File: config.mk
export PLATFORM = sky130hd
export DESIGN_NAME = cdb_rr_arbiter_flat
export DESIGN_NICKNAME = d
export VERILOG_FILES = /design/src/rtl/cdb_rr_arbiter_if.sv /design/src/rtl/cdb_rr_arbiter.sv /design/src/flat_wrapper.sv
export SDC_FILE = /design/constraint.sdc
export NUM_CORES = 1
export LEC_CHECK = 0
export CAP_MARGIN = 15
export CORE_AREA = 8 8 274 276
export DETAILED_ROUTE_END_ITERATION = 6
export DIE_AREA = 0 0 282 284
export HOLD_SLACK_MARGIN = 0.05
export MAX_ROUTING_LAYER = met4
export PLACE_DENSITY_LB_ADDON = 0.1
export SYNTH_ARGS = -nofsm -noshare
export SYNTH_HDL_FRONTEND = slang
export SYNTH_SLANG_ARGS = --single-unit
File: constraint.sdc
create_clock -name clk -period 7.9 [get_ports clk]
set_clock_uncertainty 0.15 [all_clocks]
set_input_delay 1.185 -clock clk [delete_from_list [all_inputs] [get_ports clk]]
set_output_delay 1.185 -clock clk [all_outputs]
set_load 0.01 [all_outputs]
File: src/rtl/cdb_rr_arbiter_if.sv
// -----------------------------------------------------------------------------
// cdb_rr_arbiter_if
// Bundles the functional-unit result ports and the common-data-bus broadcast
// lanes of the CDB round-robin arbiter.
//   fub_valid      FU i has a result this cycle
//   fub_tagDest    destination tag per FU, FU i at [i*TAG_W +: TAG_W]
//   fub_result     result value per FU, FU i at [i*DATA_W +: DATA_W]
//   fub_stall      FU i was not granted and must hold its inputs
//   cdb_rd_en      lane k broadcasting (registered)
//   cdb_rd         tag on lane k (registered)
//   cdb_reg_value  value on lane k (registered)
// Modports: slave = arbiter side, master = functional-unit / consumer side.
// -----------------------------------------------------------------------------
interface cdb_rr_arbiter_if #(
  parameter int NUM_FUB = 8,
  parameter int NUM_CDB = 2,
  parameter int TAG_W   = 6,
  parameter int DATA_W  = 64
);
  logic [NUM_FUB-1:0]        fub_valid;
  logic [NUM_FUB*TAG_W-1:0]  fub_tagDest;
  logic [NUM_FUB*DATA_W-1:0] fub_result;
  logic [NUM_FUB-1:0]        fub_stall;
  logic [NUM_CDB-1:0]        cdb_rd_en;
  logic [NUM_CDB*TAG_W-1:0]  cdb_rd;
  logic [NUM_CDB*DATA_W-1:0] cdb_reg_value;

  modport slave (
    input  fub_valid, fub_tagDest, fub_result,
    output fub_stall, cdb_rd_en, cdb_rd, cdb_reg_value
  );

  modport master (
    output fub_valid, fub_tagDest, fub_result,
    input  fub_stall, cdb_rd_en, cdb_rd, cdb_reg_value
  );
endinterface

File: src/rtl/cdb_rr_arbiter.sv
// -----------------------------------------------------------------------------
// cdb_rr_arbiter
// Registered common-data-bus arbiter. NUM_FUB functional-unit result ports
// compete for NUM_CDB broadcast lanes each cycle under rotating priority.
// Losers are stalled combinationally; winners are registered and broadcast on
// the following cycle. A flush squashes the cycle's requests and clears the
// broadcast enables and the priority pointer.
// Ports:
//   clk      rising-edge clock
//   reset_n  asynchronous active-low reset
//   flush    synchronous squash (mispredict recovery)
//   bus      cdb_rr_arbiter_if.slave: FU requests in, stalls and CDB lanes out
// -----------------------------------------------------------------------------
module cdb_rr_arbiter #(
  parameter int NUM_FUB = 8,
  parameter int NUM_CDB = 2,
  parameter int TAG_W   = 6,
  parameter int DATA_W  = 64
) (
  input  logic             clk,
  input  logic             reset_n,
  input  logic             flush,
  cdb_rr_arbiter_if.slave  bus
);

  localparam int PTR_W = (NUM_FUB > 1) ? $clog2(NUM_FUB) : 1;
  localparam int IDX_W = PTR_W + 1;

  logic [PTR_W-1:0]          ptr_q, ptr_d;
  logic [NUM_CDB-1:0]        en_q, en_d;
  logic [NUM_CDB*TAG_W-1:0]  rd_q, rd_d;
  logic [NUM_CDB*DATA_W-1:0] val_q, val_d;

  logic [TAG_W-1:0]  tagArr  [NUM_FUB];
  logic [DATA_W-1:0] resArr  [NUM_FUB];
  logic [PTR_W-1:0]  scanIdx [NUM_FUB];

  logic [NUM_FUB-1:0] grant;
  logic [NUM_CDB-1:0] laneVld;
  logic [PTR_W-1:0]   laneSrc [NUM_CDB];
  logic [PTR_W-1:0]   lastIdx;
  logic               anyGrant;
  logic               arbEnable;
  int                 grantCnt;

  // scanIdx[k] is the FU visited k-th, starting at the pointer. The extra sum
  // bit plus an explicit subtract keeps the wrap correct for non-power-of-2
  // NUM_FUB.
  for (genvar i = 0; i < NUM_FUB; i++) begin : g_fub
    logic [IDX_W-1:0] sum;
    assign tagArr[i]  = bus.fub_tagDest[i*TAG_W +: TAG_W];
    assign resArr[i]  = bus.fub_result[i*DATA_W +: DATA_W];
    assign sum        = {1'b0, ptr_q} + IDX_W'(i);
    assign scanIdx[i] = (sum >= IDX_W'(NUM_FUB)) ? PTR_W'(sum - IDX_W'(NUM_FUB))
                                                 : sum[PTR_W-1:0];
  end

  // No grants while in reset or during a flush.
  assign arbEnable = reset_n & ~flush;

  // Grant the first NUM_CDB valid FUs in scan order, packing lanes from 0.
  always_comb begin
    grant    = '0;
    laneVld  = '0;
    lastIdx  = ptr_q;
    anyGrant = 1'b0;
    grantCnt = 0;
    for (int j = 0; j < NUM_CDB; j++) laneSrc[j] = '0;
    for (int k = 0; k < NUM_FUB; k++) begin
      if (arbEnable && bus.fub_valid[scanIdx[k]] && (grantCnt < NUM_CDB)) begin
        grant[scanIdx[k]] = 1'b1;
        for (int j = 0; j < NUM_CDB; j++) begin
          if (grantCnt == j) begin
            laneVld[j] = 1'b1;
            laneSrc[j] = scanIdx[k];
          end
        end
        lastIdx  = scanIdx[k];
        anyGrant = 1'b1;
        grantCnt = grantCnt + 1;
      end
    end
  end

  // Flush discards requests (no stall) but reset still reports them as stalled.
  assign bus.fub_stall = (reset_n && flush) ? '0 : (bus.fub_valid & ~grant);

  // Next-state: pointer moves past the last winner; unused lanes keep old data.
  always_comb begin
    if (flush) begin
      ptr_d = '0;
    end else if (anyGrant) begin
      ptr_d = (lastIdx == PTR_W'(NUM_FUB - 1)) ? '0 : (lastIdx + PTR_W'(1));
    end else begin
      ptr_d = ptr_q;
    end
    en_d  = laneVld;
    rd_d  = rd_q;
    val_d = val_q;
    for (int j = 0; j < NUM_CDB; j++) begin
      if (laneVld[j]) begin
        rd_d[j*TAG_W +: TAG_W]   = tagArr[laneSrc[j]];
        val_d[j*DATA_W +: DATA_W] = resArr[laneSrc[j]];
      end
    end
  end

  always_ff @(posedge clk or negedge reset_n) begin
    if (!reset_n) begin
      ptr_q <= '0;
      en_q  <= '0;
      rd_q  <= '0;
      val_q <= '0;
    end else begin
      ptr_q <= ptr_d;
      en_q  <= en_d;
      rd_q  <= rd_d;
      val_q <= val_d;
    end
  end

  assign bus.cdb_rd_en     = en_q;
  assign bus.cdb_rd        = rd_q;
  assign bus.cdb_reg_value = val_q;

endmodule
File: src/flat_wrapper.sv
// flat-port wrapper written by rule: the top's interface ports become plain ports
module cdb_rr_arbiter_flat 
#(
  parameter int NUM_FUB = 8,
  parameter int NUM_CDB = 2,
  parameter int TAG_W   = 6,
  parameter int DATA_W  = 64
)
  (clk, reset_n, flush, bus_fub_valid, bus_fub_tagDest, bus_fub_result, bus_fub_stall, bus_cdb_rd_en, bus_cdb_rd, bus_cdb_reg_value);
  cdb_rr_arbiter_if #(.NUM_FUB(NUM_FUB), .NUM_CDB(NUM_CDB), .TAG_W(TAG_W), .DATA_W(DATA_W)) bus_i ();
  input  logic clk;
  input  logic reset_n;
  input  logic flush;
  input wire logic [$bits(bus_i.fub_valid)-1:0] bus_fub_valid;
  input wire logic [$bits(bus_i.fub_tagDest)-1:0] bus_fub_tagDest;
  input wire logic [$bits(bus_i.fub_result)-1:0] bus_fub_result;
  output wire logic [$bits(bus_i.fub_stall)-1:0] bus_fub_stall;
  output wire logic [$bits(bus_i.cdb_rd_en)-1:0] bus_cdb_rd_en;
  output wire logic [$bits(bus_i.cdb_rd)-1:0] bus_cdb_rd;
  output wire logic [$bits(bus_i.cdb_reg_value)-1:0] bus_cdb_reg_value;
  assign bus_i.fub_valid = bus_fub_valid;
  assign bus_i.fub_tagDest = bus_fub_tagDest;
  assign bus_i.fub_result = bus_fub_result;
  assign bus_fub_stall = bus_i.fub_stall;
  assign bus_cdb_rd_en = bus_i.cdb_rd_en;
  assign bus_cdb_rd = bus_i.cdb_rd;
  assign bus_cdb_reg_value = bus_i.cdb_reg_value;
  cdb_rr_arbiter #(.NUM_FUB(NUM_FUB), .NUM_CDB(NUM_CDB), .TAG_W(TAG_W), .DATA_W(DATA_W)) u_core (.clk(clk), .reset_n(reset_n), .flush(flush), .bus(bus_i));
endmodule
==> reports/qor.csv, run 1 <==
stage,metric,value,unit
outcome,outcome,finished clean,
clock_tree,Max clock buf depth,2,
cells_and_area,Total Nets Final,3336,
synth,most frequent cells after synthesis,"502 x mux2i_1, 339 x nand2_1, 165 x a21oi_1",
synth,post-synth top area share,0.3104,
die,die area,0.08009,sq mm
setup_path,"Worst Path Class, Setup",in2out,
sta,final setup fails,0,
cells_and_area,Filler Cells Inserted,7081,
synth,Syn Inst Count,1883,
placed_design,# port buffers,720,
clock_tree,TritonCTS Buffers,17,
placed_design,placed insts,3636,
placed_design,DP Area,0.02668,sq mm
sta,Hold Fails Final Rpt,0,
cells_and_area,multi-input logic area,0.01201,sq mm
grt,vias in the first global route,20640,
clock_tree,Clock Sinks,145,
cells_and_area,Layout Utilization,0.3948,
synth,leading area contributor after synthesis,mux2i_1,
synth,Syn Area/Cell,8.598,sq um
pwr,Pwr Density,549.3,mW/mm^2
pwr,Pleak,13.27,nW
synth,Post-synth top flop,dfrtp_1,
clock_tree,CTS root buf,clkbuf_16,
synth,synthesized net count,2479,
die,# IOs,721,
sta,min Tclk post-route,7781,ps
run,max-capacitance violation count,0,
route,First-pass DRT Iterations,6,
die,Die Span Y,284,um
setup_path,critical path's most frequent cell,ha_4,
cells_and_area,Non-Filler Instances,3740,
die,Initial Utilization,0.2288,
synth,synthesized cell area,0.01619,sq mm
setup_path,crit path launch type,input pin,
setup_path,Worst R2R Setup Slack,380,ps
route,initial drt markers,1418,
pwr,VDD IR max,260.7,uV
setup_path,worst path required time,6570,ps
clock_tree,H-tree depth,4,
grt,largest net degree at the start of global routing,53,
sta,"Slew Viols, Final",0,
clock_tree,Worst-path clk slew,60,ps
synth,Ys Warns,0,
clock_tree,clock latency at the later pin of the worst-skew pair,480,ps
sta,TNS Setup,0,ps
sta,WHS,343.7,ps
route,Routed WL per cell,28.99,um
clock_tree,Post-CTS Hold Fix Bufs,0,
grt,antenna violations before repair,38,
sta,Max Freq,128.5,MHz
synth,top-count cell post-synth,mux2i_1,
cells_and_area,Layout Area Growth over Synthesis,72.51,%
synth,Async SR Flop Fraction,1.000,
synth,count of different cell masters after synthesis,80,
synth,Post-synth EDFFs,0,
sta,Relative slew margins,0.4022,
route,total vias in the final route,19740,
setup_path,CP Capture Type,output pin,
setup_path,crit path max-delay cell type,mux4_2,
synth,Synth area leaders,"mux2i_1 31%, dfrtp_1 22%, nand2_1 7.9%, o22ai_1 5.5%, a21oi_1 5.1%",
cells_and_area,ratio of cells with drive above 1 in the final layout,0.1547,
synth,register area share after synthesis,0.2241,
route,final WL,108400,um
die,Core ar.,0.07075,sq mm
grt,grt ovf,0,
die,row cnt,98,
route,residual DRC count,0,
sta,worst-margin pin slew,890.2,ps
sta,unrepaired setup endpoints after global routing,yes,
grt,Total GRT Usage,0.2655,
setup_path,CP max FO,5,
synth,"FF+latch count, synth",145,
placed_design,hpwl dp,85130,um
cells_and_area,register area,0.003628,sq mm
grt,first-pass GRT wire length,152600,um
clock_tree,TritonCTS clock tree,built,
placed_design,gp weighted congestion,0.9406,
setup_path,worst stage delay on the critical path,470,ps
sta,crit share post-route,0.9849,
die,die width,282,um
route,post-route ant nets,0,
route,vias per inst,5.277,
setup_path,critical path arrival,6450,ps
hold_path,Worst Hold Class,reg2reg,
cells_and_area,"Design Area, Final",0.02793,sq mm
-- metrics by stage --
step / power, mW / setup slack (ps)
final: 15.34 / 119.1
after global routing: 16.23 / -117.2
after CTS: 15.30 / 0.1741
after detailed placement: 13.76 / -711.3
after global placement: 13.73 / -707.2
after floorplan: 8.446 / -0.2247
-- placed cells by master (no fill, tap or decap), types with 4 or more instances in the layout --
master | netlist | final
nor3_1 | 7 | 7
ha_1 | 25 | 18
inv_1 | 16 | 14
a221o_1 | 70 | 70
and3_1 | 5 | 4
diode_2 | 0 | 37
ha_4 | 0 | 6
clkbuf_16 | 0 | 17
clkbuf_2 | 0 | 6
nand3_1 | 10 | 10
o21ai_4 | 0 | 4
a21oi_2 | 0 | 5
buf_6 | 17 | 11
nand2_1 | 339 | 336
buf_12 | 0 | 74
dfrtp_1 | 145 | 145
mux2i_1 | 502 | 502
a2111o_1 | 71 | 71
nor2b_1 | 6 | 5
buf_2 | 86 | 8
inv_2 | 2 | 4
o21ai_0 | 17 | 15
nand4_1 | 7 | 7
nor2_1 | 33 | 31
a211oi_1 | 11 | 6
clkdlybuf4s50_1 | 0 | 703
mux2_2 | 7 | 6
buf_4 | 2 | 206
mux4_2 | 7 | 7
o22ai_1 | 142 | 142
inv_6 | 0 | 4
a222oi_1 | 4 | 4
a21oi_1 | 165 | 157
a211oi_2 | 2 | 6
nand2b_1 | 8 | 6
a31oi_1 | 8 | 8
-- layout make-up --
class,instances,area share
repair buffers,1012,0.3710
well taps,950,0.04256
diodes,37,0.003315
multi-input cells,1546,0.4301
inverters,18,0.002419
clock buffers,21,0.01613
flip-flops and latches,145,0.1299
clock inverters,11,0.004569
-- flip-flops by register name (all words and copies together), names as in the netlist --
signal                    cells
u_core.bus.cdb_rd            12
u_core.bus.cdb_rd_en          2
u_core.bus.cdb_reg_value    128
u_core.ptr_q                  3
-- what timing repair did --
action                     CTS  global route
setup buffers               25             9
gates resized for setup     74            47
setup endpoints to repair   79           146
gates cloned                 2             0
pin swaps                   17            29
-- path summary, 6_finish.rpt --
path	startpoint	end	depth (start not counted)
max	bus_fub_valid[1]	bus_fub_stall[1]	29
min	u_core.bus.cdb_reg_value[88]$_DFFE_PN0P_	u_core.bus.cdb_reg_value[88]$_DFFE_PN0P_	1
max reg2reg	u_core.ptr_q[0]$_DFFE_PN0P_	u_core.bus.cdb_reg_value[28]$_DFFE_PN0P_	39
min reg2reg	u_core.bus.cdb_reg_value[88]$_DFFE_PN0P_	u_core.bus.cdb_reg_value[88]$_DFFE_PN0P_	1
max in group asynchronous	reset_n	u_core.bus.cdb_rd[11]$_DFFE_PN0P_	3
min in group asynchronous	reset_n	u_core.ptr_q[2]$_DFFE_PN0P_	3
-- metal layers --
| metal | up-vias | part of all wire | track usage | wire length (um) |
|---|---|---|---|---|
| met5 | - | 0 | - | 0 |
| met4 | 0 | 0.018 | 0.06957 | 1978 |
| met3 | 100 | 0.069 | 0.06453 | 7469 |
| met2 | 826 | 0.48 | 0.4388 | 52510 |
| met1 | 9814 | 0.43 | 0.3208 | 46460 |
| li1 | 8996 | - | - | - |
-- where the power goes --
group | internal, mW | total [mW] | switching [mW]
sequential | 1.19 | 1.43 | 0.244
clock | 0.477 | 0.885 | 0.409
combinational | 6.45 | 13.0 | 6.58
total | 8.11 | 15.3 | 7.23
-- logic make-up after synthesis --
| family | Yosys count | synth area share |
|---|---|---|
| xor gates and xnor gates | 7 | 0.004251 |
| adders and majority gates | 25 | 0.01932 |
| buffers and inverters | 192 | 0.05951 |
| and+or+nand+nor | 449 | 0.1194 |
| muxes | 520 | 0.3277 |
| DFF | 145 | 0.2241 |
| AOI/OAI and AO/OA | 545 | 0.2457 |
-- critical path, delay by kind of cell --
kind | cells | cell delay (ps)
XOR/XNOR | 1 | 100
adder cells (fa/ha/maj) | 4 | 710
AND/OR/NAND/NOR | 7 | 1200
buffers and inverters | 5 | 680
AO/OA/AOI/OAI | 10 | 1810
multiplexers | 2 | 750
No activity file was read; power rests on OpenSTA's default activity.
==> inputs of run 2 (changes only) <==
- GPL_TIMING_DRIVEN: unset -> 0
- SLEW_MARGIN: unset -> 25
==> run 2 against run 1 <==
Effect of this change:
- the run now ends with setup timing left
- largest cell class unchanged
- largest power group unchanged
- critical path type unchanged
- via count up 3.5%
- clock-buffer cell count fell by 2
- flip-flop and latch count unchanged
- hold slack improved by 6.1 ps
- worst setup slack worse by 320 ps
- first-iteration DRC count is 14% higher
- sequential share of layout area is 0.45 points higher
- final cell count is 0.72% lower
- clock power rose by 10%
- total power decreased by 1.5%
==> reports/qor.csv, run 2 (synthesized netlist as in run 1, its figures left out) <==
stage,metric,value,unit,change
clock_tree,H-tree depth,4,,unchanged
clock_tree,Clock Sinks,145,,unchanged
route,Routed WL per cell,33.35,um,was 28.99 um
sta,crit share post-route,1.026,,was 0.9849
cells_and_area,Layout Area Growth over Synthesis,66.84,%,was 72.51%
sta,"Slew Viols, Final",0,,unchanged
placed_design,DP Worst Slack,-2887,ps,was -711.3 ps
placed_design,hpwl dp,94820,um,was 85130 um
outcome,failing checks,setup timing,,
setup_path,critical path arrival,6770,ps,was 6450 ps
clock_tree,CTS root buf,clkbuf_16,,unchanged
sta,setup slack after layout,-203.1,ps,was 119.1 ps
sta,TNS Setup,-1057,ps,was 0 ps
cells_and_area,Total Nets Final,3297,,was 3336
grt,antenna violations before repair,47,,was 38
route,total vias in the final route,20430,,was 19740
die,# IOs,721,,unchanged
setup_path,crit path launch type,input pin,,unchanged
die,Core ar.,0.07075,sq mm,unchanged
sta,Max Freq,123.4,MHz,was 128.5 MHz
route,post-route ant nets,0,,unchanged
route,vias per inst,5.503,,was 5.277
grt,first-pass GRT wire length,168200,um,was 152600 um
clock_tree,Worst-path clk slew,80,ps,was 60 ps
route,First-pass DRT Iterations,5,,was 6
pwr,Pleak,12.67,nW,was 13.27 nW
placed_design,placed insts,3560,,was 3636
placed_design,DP Area,0.02481,sq mm,was 0.02668 sq mm
setup_path,CP Capture Type,output pin,,unchanged
cells_and_area,Non-Filler Instances,3713,,was 3740
die,Initial Utilization,0.2288,,unchanged
pwr,Pwr Density,559.6,mW/mm^2,was 549.3 mW/mm^2
die,die area,0.08009,sq mm,unchanged
cells_and_area,Filler Cells Inserted,7193,,was 7081
cells_and_area,"Design Area, Final",0.02701,sq mm,was 0.02793 sq mm
outcome,outcome,finished with violations,,was finished clean
setup_path,worst path required time,6570,ps,about the same
clock_tree,Post-CTS Hold Fix Bufs,0,,unchanged
sta,worst-margin pin slew,1035,ps,was 890.2 ps
clock_tree,TritonCTS Buffers,17,,unchanged
die,Die Span Y,284,um,unchanged
setup_path,"Worst Path Class, Setup",in2out,,unchanged
hold_path,Worst Hold Class,reg2reg,,unchanged
clock_tree,Max clock buf depth,2,,unchanged
grt,vias in the first global route,20800,,was 20640
cells_and_area,ratio of cells with drive above 1 in the final layout,0.1430,,was 0.1547
hold_path,min-delay src,u_core.bus.cdb_reg_value[101]$_DFFE_PN0P_,,was u_core.bus.cdb_reg_value[88]$_DFFE_PN0P_
cells_and_area,"commonest non-fill, non-tap cell in the layout",clkdlybuf4s50_1,,unchanged
setup_path,reg-to-reg startpoint,u_core.ptr_q[0]$_DFFE_PN0P_,,unchanged
route,final WL,123800,um,was 108400 um
clock_tree,TritonCTS clock tree,built,,unchanged
sta,final setup fails,8,,was 0
route,initial drt markers,1610,,was 1418
grt,largest net degree at the start of global routing,72,,was 53
route,residual DRC count,0,,unchanged
cells_and_area,most frequent cells in the layout,"702 x clkdlybuf4s50_1, 495 x mux2i_1, 336 x nand2_1, 157 x a21oi_1, 143 x dfrtp_1",,"was 703 x clkdlybuf4s50_1, 502 x mux2i_1, 336 x nand2_1, 206 x buf_4, 157 x a21oi_1"
sta,Hold Fails Final Rpt,0,,unchanged
setup_path,Crit. Startpoint,bus_fub_valid[7],,was bus_fub_valid[1]
sta,min Tclk post-route,8103,ps,was 7781 ps
grt,Total GRT Usage,0.3016,,was 0.2655
die,row cnt,98,,unchanged
setup_path,CP max FO,6,,was 5
sta,Relative slew margins,0.3101,,was 0.4022
run,max-capacitance violation count,0,,unchanged
sta,unrepaired setup endpoints after global routing,yes,,unchanged
cells_and_area,max reg flops,128,,unchanged
clock_tree,clock latency at the later pin of the worst-skew pair,510,ps,was 480 ps
pwr,VDD IR max,376.7,uV,was 260.7 uV
placed_design,gp weighted congestion,0.9697,,was 0.9406
die,die width,282,um,unchanged
placed_design,# port buffers,719,,was 720
grt,grt ovf,0,,unchanged
run 2: final cells by class:
class | count | area [sq um] | share of cell area
diodes | 49 | 122.6 | 0.004539
repair buffers | 805 | 7953 | 0.2944
well taps | 950 | 1189 | 0.04400
clock buffers | 19 | 452.9 | 0.01677
plain buffers | 168 | 1300 | 0.04813
clock inverters | 13 | 173.9 | 0.006438
flip-flops and latches | 145 | 3631 | 0.1344
multi-input cells | 1546 | 12110 | 0.4484
inverters | 18 | 77.57 | 0.002872
run 2: path summary, 6_finish.rpt:
path	endpoint	slack, ps	cells after the start
max	bus_fub_stall[6]	-200	27
min	u_core.bus.cdb_reg_value[101]$_DFFE_PN0P_	350	1
max reg2reg	u_core.bus.cdb_reg_value[121]$_DFFE_PN0P_	170	34
min reg2reg	u_core.bus.cdb_reg_value[101]$_DFFE_PN0P_	350	1
max in group asynchronous	u_core.ptr_q[0]$_DFFE_PN0P_	6450	2
min in group asynchronous	u_core.bus.cdb_reg_value[89]$_DFFE_PN0P_	380	1
run 2: timing repair:
item                       CTS  global route
gates resized for setup    190           182
gates cloned                 1             1
hold endpoints to repair     0             0
setup buffers               47            29
pin swaps                   29            33
setup endpoints to repair  153           148
run 2: worst max-delay path, cell delays in order:
cell and delay (ps):
buf_6 110, mux2_4 290, mux4_2 450, and2_4 200, ha_4 170, a311oi_4 340
a31o_4 230, nand2_4 70, ha_4 260, and3b_2 220, a22oi_4 240, inv_4 70
or2_4 260, and3_4 160, or2_4 270, ha_4 280, o21ai_1 70, a21o_1 210
or3_4 450, nor2_4 150, nand2_2 70, a21oi_4 300, a21oi_2 110, a21oi_2 220
buf_4 140, a211oi_2 60, buf_2 180
run 2: routing by layer:
| metal | track usage | wire length [um] |
|---|---|---|
| met1 | 0.3566 | 50760 |
| met2 | 0.4911 | 59130 |
| met3 | 0.08952 | 10760 |
| met4 | 0.09010 | 3199 |
| met5 | - | 0 |
run 2: power by group:
part,leakage [nW],switching [mW],total (mW),internal (mW)
registers,1.79,0.263,1.45,1.19
logic,10.6,7.26,12.7,5.43
clock network,0.303,0.456,0.977,0.521
total,12.7,7.98,15.1,7.14
run 2: per-stage QoR:
stage | util | hold WS, ps | power, mW
after global placement | 0.3487 | 329.2 | 13.01
final | 0.3818 | 349.8 | 15.12
after floorplan | - | 387.9 | 8.446
after global routing | 0.3817 | 365.1 | 15.77
after detailed placement | 0.3506 | 331.6 | 13.12
after CTS | 0.3704 | 345.6 | 14.56
==> inputs of run 3 (changes only) <==
- CORE_AREA: 8 8 274 276 -> 8 8 271 273
- CTS_BUF_LIST: unset -> sky130_fd_sc_hd__clkbuf_2
- DIE_AREA: 0 0 282 284 -> 0 0 279 281
==> run 3 against run 2 <==
Effect of this change:
- the flow still finishes with violations (setup timing)
- sequential share of layout area grew 0.084 points
- via count grew 0.69%
- die area shrank 2.1%
- non-clock buffer count grew 12
- fmax shrank 6.5%
- global-route usage grew 1.0 points
- final cell count shrank 0.11%
- critical path depth grew 2
- critical endpoint is now bus_fub_stall[0]
==> reports/qor.csv, run 3 (synthesized netlist as in run 1, its figures left out) <==
stage,metric,value,unit,change
route,vias per inst,5.547,,was 5.503
die,Core ar.,0.06930,sq mm,was 0.07075 sq mm
hold_path,min-delay src,u_core.bus.cdb_rd[6]$_DFFE_PN0P_,,was u_core.bus.cdb_reg_value[101]$_DFFE_PN0P_
run,max-capacitance violation count,0,,unchanged
sta,Relative slew margins,0.4126,,was 0.3101
setup_path,critical path arrival,7330,ps,was 6770 ps
grt,grt ovf,0,,unchanged
sta,setup slack after layout,-763.2,ps,was -203.1 ps
setup_path,reg-to-reg startpoint,u_core.ptr_q[0]$_DFFE_PN0P_,,unchanged
setup_path,critical path's most frequent cell,ha_4,,unchanged
cells_and_area,Layout Utilization,0.3872,,was 0.3818
cells_and_area,Total Nets Final,3310,,was 3297
grt,antenna violations before repair,42,,was 47
setup_path,"Worst Path Class, Setup",reg2out,,was in2out
cells_and_area,ratio of cells with drive above 1 in the final layout,0.1379,,was 0.1430
clock_tree,clock latency at the later pin of the worst-skew pair,1050,ps,was 510 ps
pwr,Pleak,12.57,nW,was 12.67 nW
hold_path,hold depth,1,,unchanged
clock_tree,CTS root buf,clkbuf_2,,was clkbuf_16
placed_design,DP Worst Slack,-2899,ps,was -2887 ps
clock_tree,Worst-path clk slew,250,ps,was 80 ps
sta,min Tclk post-route,8663,ps,was 8103 ps
outcome,outcome,finished with violations,,unchanged
setup_path,Reg2Reg Depth,31,,was 34
route,final WL,125100,um,was 123800 um
die,die width,279,um,was 282 um
clock_tree,TritonCTS Buffers,17,,unchanged
clock_tree,H-tree depth,4,,unchanged
cells_and_area,"commonest non-fill, non-tap cell in the layout",clkdlybuf4s50_1,,unchanged
hold_path,Worst Hold Class,reg2reg,,unchanged
sta,crit share post-route,1.097,,was 1.026
route,total vias in the final route,20570,,was 20430
setup_path,worst path required time,6570,ps,about the same
grt,Total GRT Usage,0.3119,,was 0.3016
sta,Hold Fails Final Rpt,0,,unchanged
clock_tree,Clock Sinks,145,,unchanged
sta,unrepaired setup endpoints after global routing,yes,,unchanged
route,initial drt markers,1779,,was 1610
route,residual DRC count,0,,unchanged
route,post-route ant nets,0,,unchanged
setup_path,CP max FO,7,,was 6
outcome,failing checks,setup timing,,unchanged
route,First-pass DRT Iterations,5,,unchanged
setup_path,crit path max-delay cell type,dfrtp_1,,was mux4_2
setup_path,Worst R2R Setup Slack,-620,ps,was 170 ps
grt,largest net degree at the start of global routing,70,,was 72
sta,"Slew Viols, Final",0,,unchanged
cells_and_area,Layout Area Growth over Synthesis,65.74,%,was 66.84%
hold_path,worst hold endpoint,u_core.bus.cdb_rd[6]$_DFFE_PN0P_,,was u_core.bus.cdb_reg_value[101]$_DFFE_PN0P_
clock_tree,Max clock buf depth,2,,unchanged
die,row cnt,97,,was 98
pwr,Pwr Density,574.1,mW/mm^2,was 559.6 mW/mm^2
die,Initial Utilization,0.2336,,was 0.2288
die,die area,0.07840,sq mm,was 0.08009 sq mm
placed_design,hpwl dp,96150,um,was 94820 um
route,Routed WL per cell,33.73,um,was 33.35 um
clock_tree,TritonCTS clock tree,built,,unchanged
die,Die Span Y,281,um,was 284 um
sta,final setup fails,148,,was 8
cells_and_area,max reg flops,128,,unchanged
die,# IOs,721,,unchanged
setup_path,RR Endpoint,u_core.bus.cdb_reg_value[124]$_DFFE_PN0P_,,was u_core.bus.cdb_reg_value[121]$_DFFE_PN0P_
cells_and_area,most frequent cells in the layout,"710 x clkdlybuf4s50_1, 490 x mux2i_1, 335 x nand2_1, 157 x a21oi_1, 144 x dfrtp_1",,"was 702 x clkdlybuf4s50_1, 495 x mux2i_1, 336 x nand2_1, 157 x a21oi_1, 143 x dfrtp_1"
setup_path,worst stage delay on the critical path,470,ps,was 450 ps
grt,vias in the first global route,20860,,was 20800
placed_design,# port buffers,719,,unchanged
setup_path,CP Capture Type,output pin,,unchanged
sta,worst-margin pin slew,881.1,ps,was 1035 ps
pwr,VDD IR max,356.1,uV,was 376.7 uV
placed_design,gp weighted congestion,0.9793,,was 0.9697
sta,WHS,383.8,ps,was 349.8 ps
sta,Max Freq,115.4,MHz,was 123.4 MHz
setup_path,crit path launch type,flop,,was input pin
grt,first-pass GRT wire length,170000,um,was 168200 um
## run 3: how the worst max path moves through the flow
stage	startpoint	to	slack (ps)
2_1_floorplan	bus_fub_valid[3]	bus_fub_stall[3]	-0.2
3_3_place_gp	reset_n	u_core.bus.cdb_reg_value[63]$_DFFE_PN0P_	-11030
3_5_place_dp	u_core.ptr_q[1]$_DFFE_PN0P_	u_core.bus.cdb_reg_value[117]$_DFFE_PN0P_	-2900
4_1_cts	u_core.ptr_q[0]$_DFFE_PN0P_	bus_fub_stall[0]	-870
5_1_grt	u_core.ptr_q[0]$_DFFE_PN0P_	bus_fub_stall[0]	-1050
6_report	u_core.ptr_q[0]$_DFFE_PN0P_	bus_fub_stall[0]	-760
## run 3: per-stage QoR
stage / power, mW / TNS (ps) / std cells / instance area, sq um
4_1_cts: 15.25 / -60340 / 3652 / 26550
6_report: 15.41 / -58330 / 3709 / 26830
5_1_grt: 16.06 / -103590 / 3707 / 26830
2_1_floorplan: 8.446 / -0.2247 / 1883 / 16290
3_3_place_gp: 12.92 / -2045150 / 3542 / 24660
3_5_place_dp: 13.00 / -354810 / 3549 / 24780
## run 3: metal layers
metal / vias to the layer above / global-route usage / wire (um)
met4: 0 / 0.09465 / 2884
met1: 10470 / 0.3786 / 52600
met2: 1031 / 0.5121 / 60670
met3: 132 / 0.07312 / 8939
li1: 8941 / - / -
met5: - / - / 0
## run 3: layout make-up
type	instances	area, sq um
Multi-Input combinational cell	1547	12090
Timing Repair Buffer	816	8168
Tap cell	940	1176
Inverter	18	77.57
Clock buffer	21	105.1
Clock inverter	10	182.7
Sequential cell	145	3630
Fill cell	7053	42470
Buffer	169	1303
Antenna cell	43	107.6
## run 3: repair_timing
item | 4_1_cts | 5_1_grt
gates cloned | 4 | 0
setup buffers | 67 | 15
endpoints found under the setup margin | 153 | 148
hold endpoints to repair | 145 | 0
gates resized for setup | 230 | 42
pin swaps | 35 | 26
hold buffers | 5 | 0
## run 3: critical path, delay by kind of cell, from the launching register on
kind                     cells  cell delay (ps)
buffers and inverters        5              740
AND/OR/NAND/NOR              7             1350
multiplexers                 2              770
adder cells (fa/ha/maj)      4              910
XOR/XNOR                     1              110
AO/OA/AOI/OAI               10             1890
flip-flops                   1              470
## run 3: where the power goes
group	internal [mW]	switching, mW	leakage, nW	total (mW)
sequential	1.18	0.285	1.79	1.47
clock	0.244	0.383	0.179	0.628
combinational	6.00	7.31	10.6	13.3
total	7.42	7.98	12.6	15.4
